<file path="config.mk">
export PLATFORM = sky130hd
export DESIGN_NAME = peak_period_meter
export DESIGN_NICKNAME = d
export VERILOG_FILES = /design/src/rtl/peak_period_meter.sv
export SDC_FILE = /design/constraint.sdc
export NUM_CORES = 1
export LEC_CHECK = 0
export CORE_MARGIN = 2
export CORE_UTILIZATION = 40
export DETAILED_ROUTE_END_ITERATION = 10
export GPL_ROUTABILITY_DRIVEN = 0
export PLACE_DENSITY = 0.69
export SYNTH_ARGS = -nofsm -noshare
export SYNTH_HDL_FRONTEND = slang
export SYNTH_SLANG_ARGS = --single-unit
</file>
<file path="constraint.sdc">
create_clock -name clk -period 4.25 [get_ports clk]
set_input_delay 0.6375 -clock clk [delete_from_list [all_inputs] [get_ports clk]]
set_output_delay 0.6375 -clock clk [all_outputs]
set_load 0.01 [all_outputs]
</file>
<file path="src/rtl/peak_period_meter.sv">
// peak_period_meter: captures peak/valley values per swing and measures the peak-to-peak period
//
// Ports:
//   clk        in   1      clock, all state on rising edge
//   rst_n      in   1      asynchronous active-low reset
//   datain     in   WIDTH  sample aligned with posen/negen (unsigned)
//   posen      in   1      strobe: datain is a local maximum
//   negen      in   1      strobe: datain is a local minimum
//   out_ready  in   1      consumer accepts result on out_valid&&out_ready
//   out_valid  out  1      result registers hold a new, unaccepted result
//   peak       out  WIDTH  peak closing the swing
//   valley     out  WIDTH  latest valley within the swing
//   ampl       out  WIDTH  peak - valley, saturated at 0
//   period     out  CNTW   cycles from opening peak to closing peak
//   ovf        out  1      sticky: a result was dropped under backpressure
//   timeout    out  1      pulse: period counter saturated, swing aborted
module peak_period_meter #(
    parameter int WIDTH = 16,
    parameter int CNTW  = 16
) (
    input  logic             clk,
    input  logic             rst_n,
    input  logic [WIDTH-1:0] datain,
    input  logic             posen,
    input  logic             negen,
    input  logic             out_ready,
    output logic             out_valid,
    output logic [WIDTH-1:0] peak,
    output logic [WIDTH-1:0] valley,
    output logic [WIDTH-1:0] ampl,
    output logic [CNTW-1:0]  period,
    output logic             ovf,
    output logic             timeout
);
    typedef enum logic [1:0] {SEEK, ARMED, SWING} state_t;
    state_t state, state_nx;
    logic [CNTW-1:0] cnt, cnt_nx;
    logic [WIDTH-1:0] vl_r, vl_nx;
    logic pk_ev, vl_ev, cnt_max, issue, load;
    // simultaneous strobes are contradictory and treated as no event
    assign pk_ev   = posen & ~negen;
    assign vl_ev   = negen & ~posen;
    assign cnt_max = &cnt;
    assign load    = issue & (~out_valid | out_ready);
    always_ff @(posedge clk or negedge rst_n) begin
        if (!rst_n) begin
            state <= SEEK;
            cnt   <= '0;
            vl_r  <= '0;
        end else begin
            state <= state_nx;
            cnt   <= cnt_nx;
            vl_r  <= vl_nx;
        end
    end
    always_comb begin
        state_nx = state;
        cnt_nx   = cnt;
        vl_nx    = vl_r;
        issue    = 1'b0;
        case (state)
            SEEK: begin
                state_nx = pk_ev ? ARMED : SEEK;
                cnt_nx   = pk_ev ? CNTW'(1) : '0;
            end
            ARMED, SWING: begin
                // a new peak wins over counter saturation
                if (pk_ev) begin
                    state_nx = ARMED;
                    cnt_nx   = CNTW'(1);
                    issue    = (state == SWING);
                end else if (cnt_max) begin
                    state_nx = SEEK;
                    cnt_nx   = '0;
                end else begin
                    cnt_nx = cnt + 1'b1;
                    if (vl_ev) begin
                        state_nx = SWING;
                        vl_nx    = datain;
                    end
                end
            end
            default: begin
                state_nx = SEEK;
                cnt_nx   = '0;
            end
        endcase
    end
    always_comb timeout = (state != SEEK) & cnt_max & ~pk_ev;
    // a result arriving while an unaccepted one is held is dropped, not queued
    always_ff @(posedge clk or negedge rst_n) begin
        if (!rst_n) begin
            out_valid <= 1'b0;
            peak      <= '0;
            valley    <= '0;
            ampl      <= '0;
            period    <= '0;
            ovf       <= 1'b0;
        end else begin
            if (load) begin
                out_valid <= 1'b1;
                peak      <= datain;
                valley    <= vl_r;
                ampl      <= (datain >= vl_r) ? datain - vl_r : '0;
                period    <= cnt;
            end else if (out_ready) begin
                out_valid <= 1'b0;
            end
            if (issue && !load) ovf <= 1'b1;
        end
    end
endmodule

</file>
==> impl_metrics.yaml, run 1 <==
status:
  status: "completed"
yosys:
  synth_top_area_share: 0.517
  ys.flop_type: "dfrtp_1"
  yosys_warnings: 0
  synth_compound_area_frac: 0.113
  yosys-top-cells-area: "dfrtp_1 (52%), nand2_1 (11%), ha_1 (5.7%), xor2_1 (2.7%), o21ai_0 (2.4%)"
  netlist_instances: 499
  syn_nets: 543
  ys_seq_area_frac: 0.517
  async_flop_share: 1.00
  syn_avg_cell_area_sq_um: 9.71
  synthSimpleGateAreaFrac: 0.188
  synth_top_family_by_area: "simple AND/OR/NAND/NOR gates"
  ys_ff_latch: 100
  synthMuxAreaShare: 0.0369
  syn-cell-area_sq_um: 4840
  synth_xor_xnor_area_share: 0.0470
  yosys-top-cells-count: "nand2_1 (137), dfrtp_1 (100), nor2_1 (28)"
  yosys.area.top_type: "dfrtp_1"
  synth_fa_ha_area_frac: 0.0610
  yosysMostFrequentCell: "nand2_1"
  ys_types: 51
  synth_edf_count: 0
power:
  vdd_drop_max_uv: 273
  p_per_area_nw_per_um2: 664
  total_power_mw: 4.09
  leakagePower_nw: 2.88
run:
  cap_viol_max_count: 0
critical_path:
  r2r-start: "vl_r[0]"
  crit_path_max_fanout: 5
  worstSetupPathType: "flop to output port"
  start_kind: "flop"
  r2r-end: "ampl[2]"
  critical_path_arrival_ps: 2400
  cp-end-kind: "output port"
  rr_worst_depth: 8
  rrSetupSlack_ps: 1750
  crit_required_ps: 3610
placed_design:
  numPortBuffers: 87
  dp_hpwl_mm: 7.69
clocking:
  cts_tree: "yes"
  ctsResizeCount: 0
  cts.sinks: 100
  post_cts_buffers: 0
  cts.htree.levels: 3
  cts_hold_buf: 0
  root_buffer: "clkbuf_16"
  numCtsBuffers: 9
  clock_latency_ps: 340
  clk_pin_slew_ps: 70
  clockBufferDepth: 2
sta:
  fin_skew_ps: 8.11
  hold_ws_ps: 446
  rsz0062_at_grt: "no"
  fin_crit_ps: 3040
  finalMaxSlewViolations: 0
  slew_headroom: 0.330
  max_freq_mhz: 329
  hold_viol: 0
  tightest_slew_ps: 1010
  finalSetupViolCount: 0
  setup_tns_ps: 0
  fin_crit_sh: 0.715
detailed_routing:
  drt-total-wl_mm: 10.7
  via_count: 3636
  wire_per_inst_um: 14.7
  drtIter0Drc: 162
  firstDrtPassIters: 4
  ant_nets: 0
  drc_errors: 0
  viasPerCell: 4.97
final_layout:
  nets: 623
  syn2layout_area_growth_pct: 27.3
  drive_gt1_frac: 0.0702
  final_util: 0.518
  n_fill_cell: 1078
  regArea_sq_um: 2500
  multi_input_area_sq_um: 2160
  n_antenna_cell: 0
floorplan:
  ios: 88
  die_h_um: 114
  core_sq_um: 11900
  core.rowCount: 40
  start_util: 0.407
  die_w_um: 114
  die-area_sq_um: 13000
global_routing:
  overflow: 0
  antenna_found_initial: 0
  grtUsageTotal: 0.172
  grt_pass1_wl_mm: 17.9
  grt_max_degree: 80
  grt_pass1_vias: 3660
min_path:
  min_path_type: "input pin to async pin"
-- worst max-delay path: stages, from the launching register on --
cell and delay (ps):
dfrtp_1 420, ha_1 220, and4_1 310, nand4_4 180, nor4_1 320, clkdlybuf4s50_1 600
-- how the worst max path moves through the flow --
stage,start,endpoint,cells past startpoint
finish,cnt[0],timeout,5
detailed placement,datain[0],ampl[2],10
floorplan,datain[0],ampl[2],9
global route,cnt[0],timeout,5
CTS,cnt[0],timeout,5
global placement,datain[0],ampl[2],10
-- routing by layer --
layer | up-vias | part of all wire | routed length, um | track usage
met5 | - | 0 | 0 | 0
met4 | 0 | 0.013 | 142 | 0.0659
met3 | 10 | 0.037 | 395 | 0.0276
met2 | 70 | 0.50 | 5330 | 0.292
met1 | 1745 | 0.45 | 4840 | 0.221
li1 | 1811 | - | - | -
-- per-stage QoR --
step	instances	instance area, sq um	setup WS, ps
after floorplan	499	4840	1700
after global placement	715	5840	1020
after detailed placement	715	5840	978
after CTS	731	6160	1170
after global routing	731	6160	1070
final	731	6160	1210
-- cells by family (layout without fill, tap and decap cells) --
family                     Yosys count  count (layout)
buffers and inverters               46             131
and+or+nand+nor                    209             209
adders and majority gates           23              23
muxes                               16              16
AOI/OAI and AO/OA                   79              79
xor gates and xnor gates            26              26
DFF                                100             100
-- cells in the final DEF (no fill, tap or decap), types with 8 or more instances in the layout --
cell	instances
clkbuf_16	9
dfrtp_1	100
clkdlybuf4s50_1	86
xor2_1	15
a21oi_1	18
ha_1	22
inv_1	24
mux2_1	9
nand3_1	8
nand2_1	137
xnor2_1	11
a22o_1	9
nand4_1	8
nor2_1	28
nand2b_1	8
o21ai_0	23
-- final cells by class --
class | instances | area share
multi-input cells | 353 | 0.351
flip-flops and latches | 100 | 0.406
repair buffers | 91 | 0.146
inverters | 24 | 0.0146
clock inverters | 6 | 0.0142
well taps | 147 | 0.0298
clock buffers | 10 | 0.0388
-- sequential cells by signal, summed over array words and instances (netlist names) --
| name | cells |
|---|---|
| ampl | 16 |
| cnt | 16 |
| peak | 16 |
| period | 16 |
| valley | 16 |
| vl_r | 16 |
| state | 2 |
| out_valid | 1 |
| ovf | 1 |
-- where the power goes --
part	internal (mW)	switching [mW]
Clock	0.531	0.355
Sequential	1.26	0.181
Combinational	0.860	0.906
Power figures use the tool's default switching activity.
==> run 2: changes to the inputs <==
Clock period 4.25 ns to 2.92 ns, I/O delays scaled along.
==> run 2 against run 1 <==
Flip-flop and latch count unchanged. Die area unchanged. Critical path depth unchanged. Sequential share of layout area decreased by 0.65 points. Clock skew decreased by 1.6 ps. Power increased by 47%. Register-to-register slack got worse by 1300 ps. Combinational power increased by 50%. Sequential power increased by 46%. Core utilization increased by 0.84 points. Critical endpoint unchanged. Largest cell class unchanged.
==> impl_metrics.yaml, run 2 (synthesis gave the netlist of run 1 again) <==
sta:
  fin_crit_ps: 2790
  slew_headroom: 0.607
  max_freq_mhz: 358
  finalSetupViolCount: 0
  fin_crit_sh: 0.956
  hold_viol: 0
  tightest_slew_ps: 590
  rsz0062_at_grt: "no"
  setup_tns_ps: 0
  finalMaxSlewViolations: 0
  fin_skew_ps: 6.48
  worst_slack_ps: 129
final_layout:
  n_antenna_cell: 0
  final_area_sq_um: 6260
  final_common_cell: "nand2_1"
  nets: 632
  syn2layout_area_growth_pct: 29.3
  drive_gt1_frac: 0.0826
  final_cell_mix: "nand2_1 (137), dfrtp_1 (100), clkdlybuf4s50_1 (86)"
  final_cells: 740
floorplan:
  die-area_sq_um: 13000
  die_w_um: 114
  core.rowCount: 40
  die_h_um: 114
  core_sq_um: 11900
  ios: 88
  start_util: 0.407
run:
  cap_viol_max_count: 0
global_routing:
  grt_max_degree: 58
  grt_pass1_vias: 3833
  grt_pass1_wl_mm: 18.5
  antenna_found_initial: 0
  overflow: 0
  grtUsageTotal: 0.177
clocking:
  clockBufferDepth: 2
  post_cts_buffers: 0
  clock_latency_ps: 340
  ctsResizeCount: 0
  cts_hold_buf: 0
  clk_pin_slew_ps: 70
  cts.htree.levels: 3
  cts.sinks: 100
  cts_tree: "yes"
  numCtsBuffers: 9
  root_buffer: "clkbuf_16"
placed_design:
  placed_cells: 724
  numPortBuffers: 87
  dp_slack_ps: -79.8
  placed_area_sq_um: 5930
  dp_hpwl_mm: 8.11
detailed_routing:
  firstDrtPassIters: 4
  viasPerCell: 5.06
  drc_errors: 0
  drtIter0Drc: 150
  drt-total-wl_mm: 10.8
  ant_nets: 0
  wire_per_inst_um: 14.6
  via_count: 3742
status:
  status: "completed"
power:
  vdd_drop_max_uv: 317
  p_per_area_nw_per_um2: 959
  leakagePower_nw: 2.94
critical_path:
  worstSetupPathType: "flop to output port"
  critPathLaunch: "cnt[0]"
  rrSetupSlack_ps: 470
  crit_required_ps: 2480
  cp-end-kind: "output port"
  critical_path_arrival_ps: 2350
  start_kind: "flop"
  r2r-start: "vl_r[0]"
  crit_path_max_fanout: 5
min_path:
  min_path_type: "input pin to async pin"
## run 2: report_power, final
part	internal (mW)	switching, mW	leakage, nW	total [mW]
Clock	0.773	0.493	0.153	1.27
Combinational	1.30	1.34	1.47	2.65
Sequential	1.84	0.260	1.32	2.10
Total	3.91	2.09	2.94	6.01
## run 2: worst max-delay path: stages, from the launching register on
cell and delay (ps):
dfrtp_1 420, ha_1 230, and4_1 320, nand4_4 190
nor4_4 260, clkdlybuf4s50_1 580
## run 2: worst paths after layout
check / to / cells past startpoint
max in group asynchronous: cnt[9] / 2
worst max-delay path: timeout / 5
min in group clk: valley[1] / 2
worst max register to register: ampl[2] / 8
worst min-delay path: valley[0] / 1
worst min register to register: valley[1] / 2
## run 2: stage by stage
stage	hold slack, ps	utilization	total power, mW
6_report	89.0	0.526	6.01
3_5_place_dp	462	0.498	4.78
2_1_floorplan	142	-	3.64
5_1_grt	135	0.526	6.47
3_3_place_gp	458	0.498	4.71
4_1_cts	117	0.525	6.06
## run 2: cell type report
type                    instances  area, sq um
clock buffers                  12          246
clock inverters                 4         72.6
fillers                      1088         5650
inverters                      24         90.1
well taps                     147          184
repair buffers                100          991
flip-flops and latches        100         2500
multi-input cells             353         2180
## run 2: per-layer routing
metal	global-route usage	up-vias	wire length, um
met4	0.0577	0	185
li1	-	1834	-
met1	0.223	1824	4700
met3	0.0287	16	413
met5	0	-	0
met2	0.312	68	5510
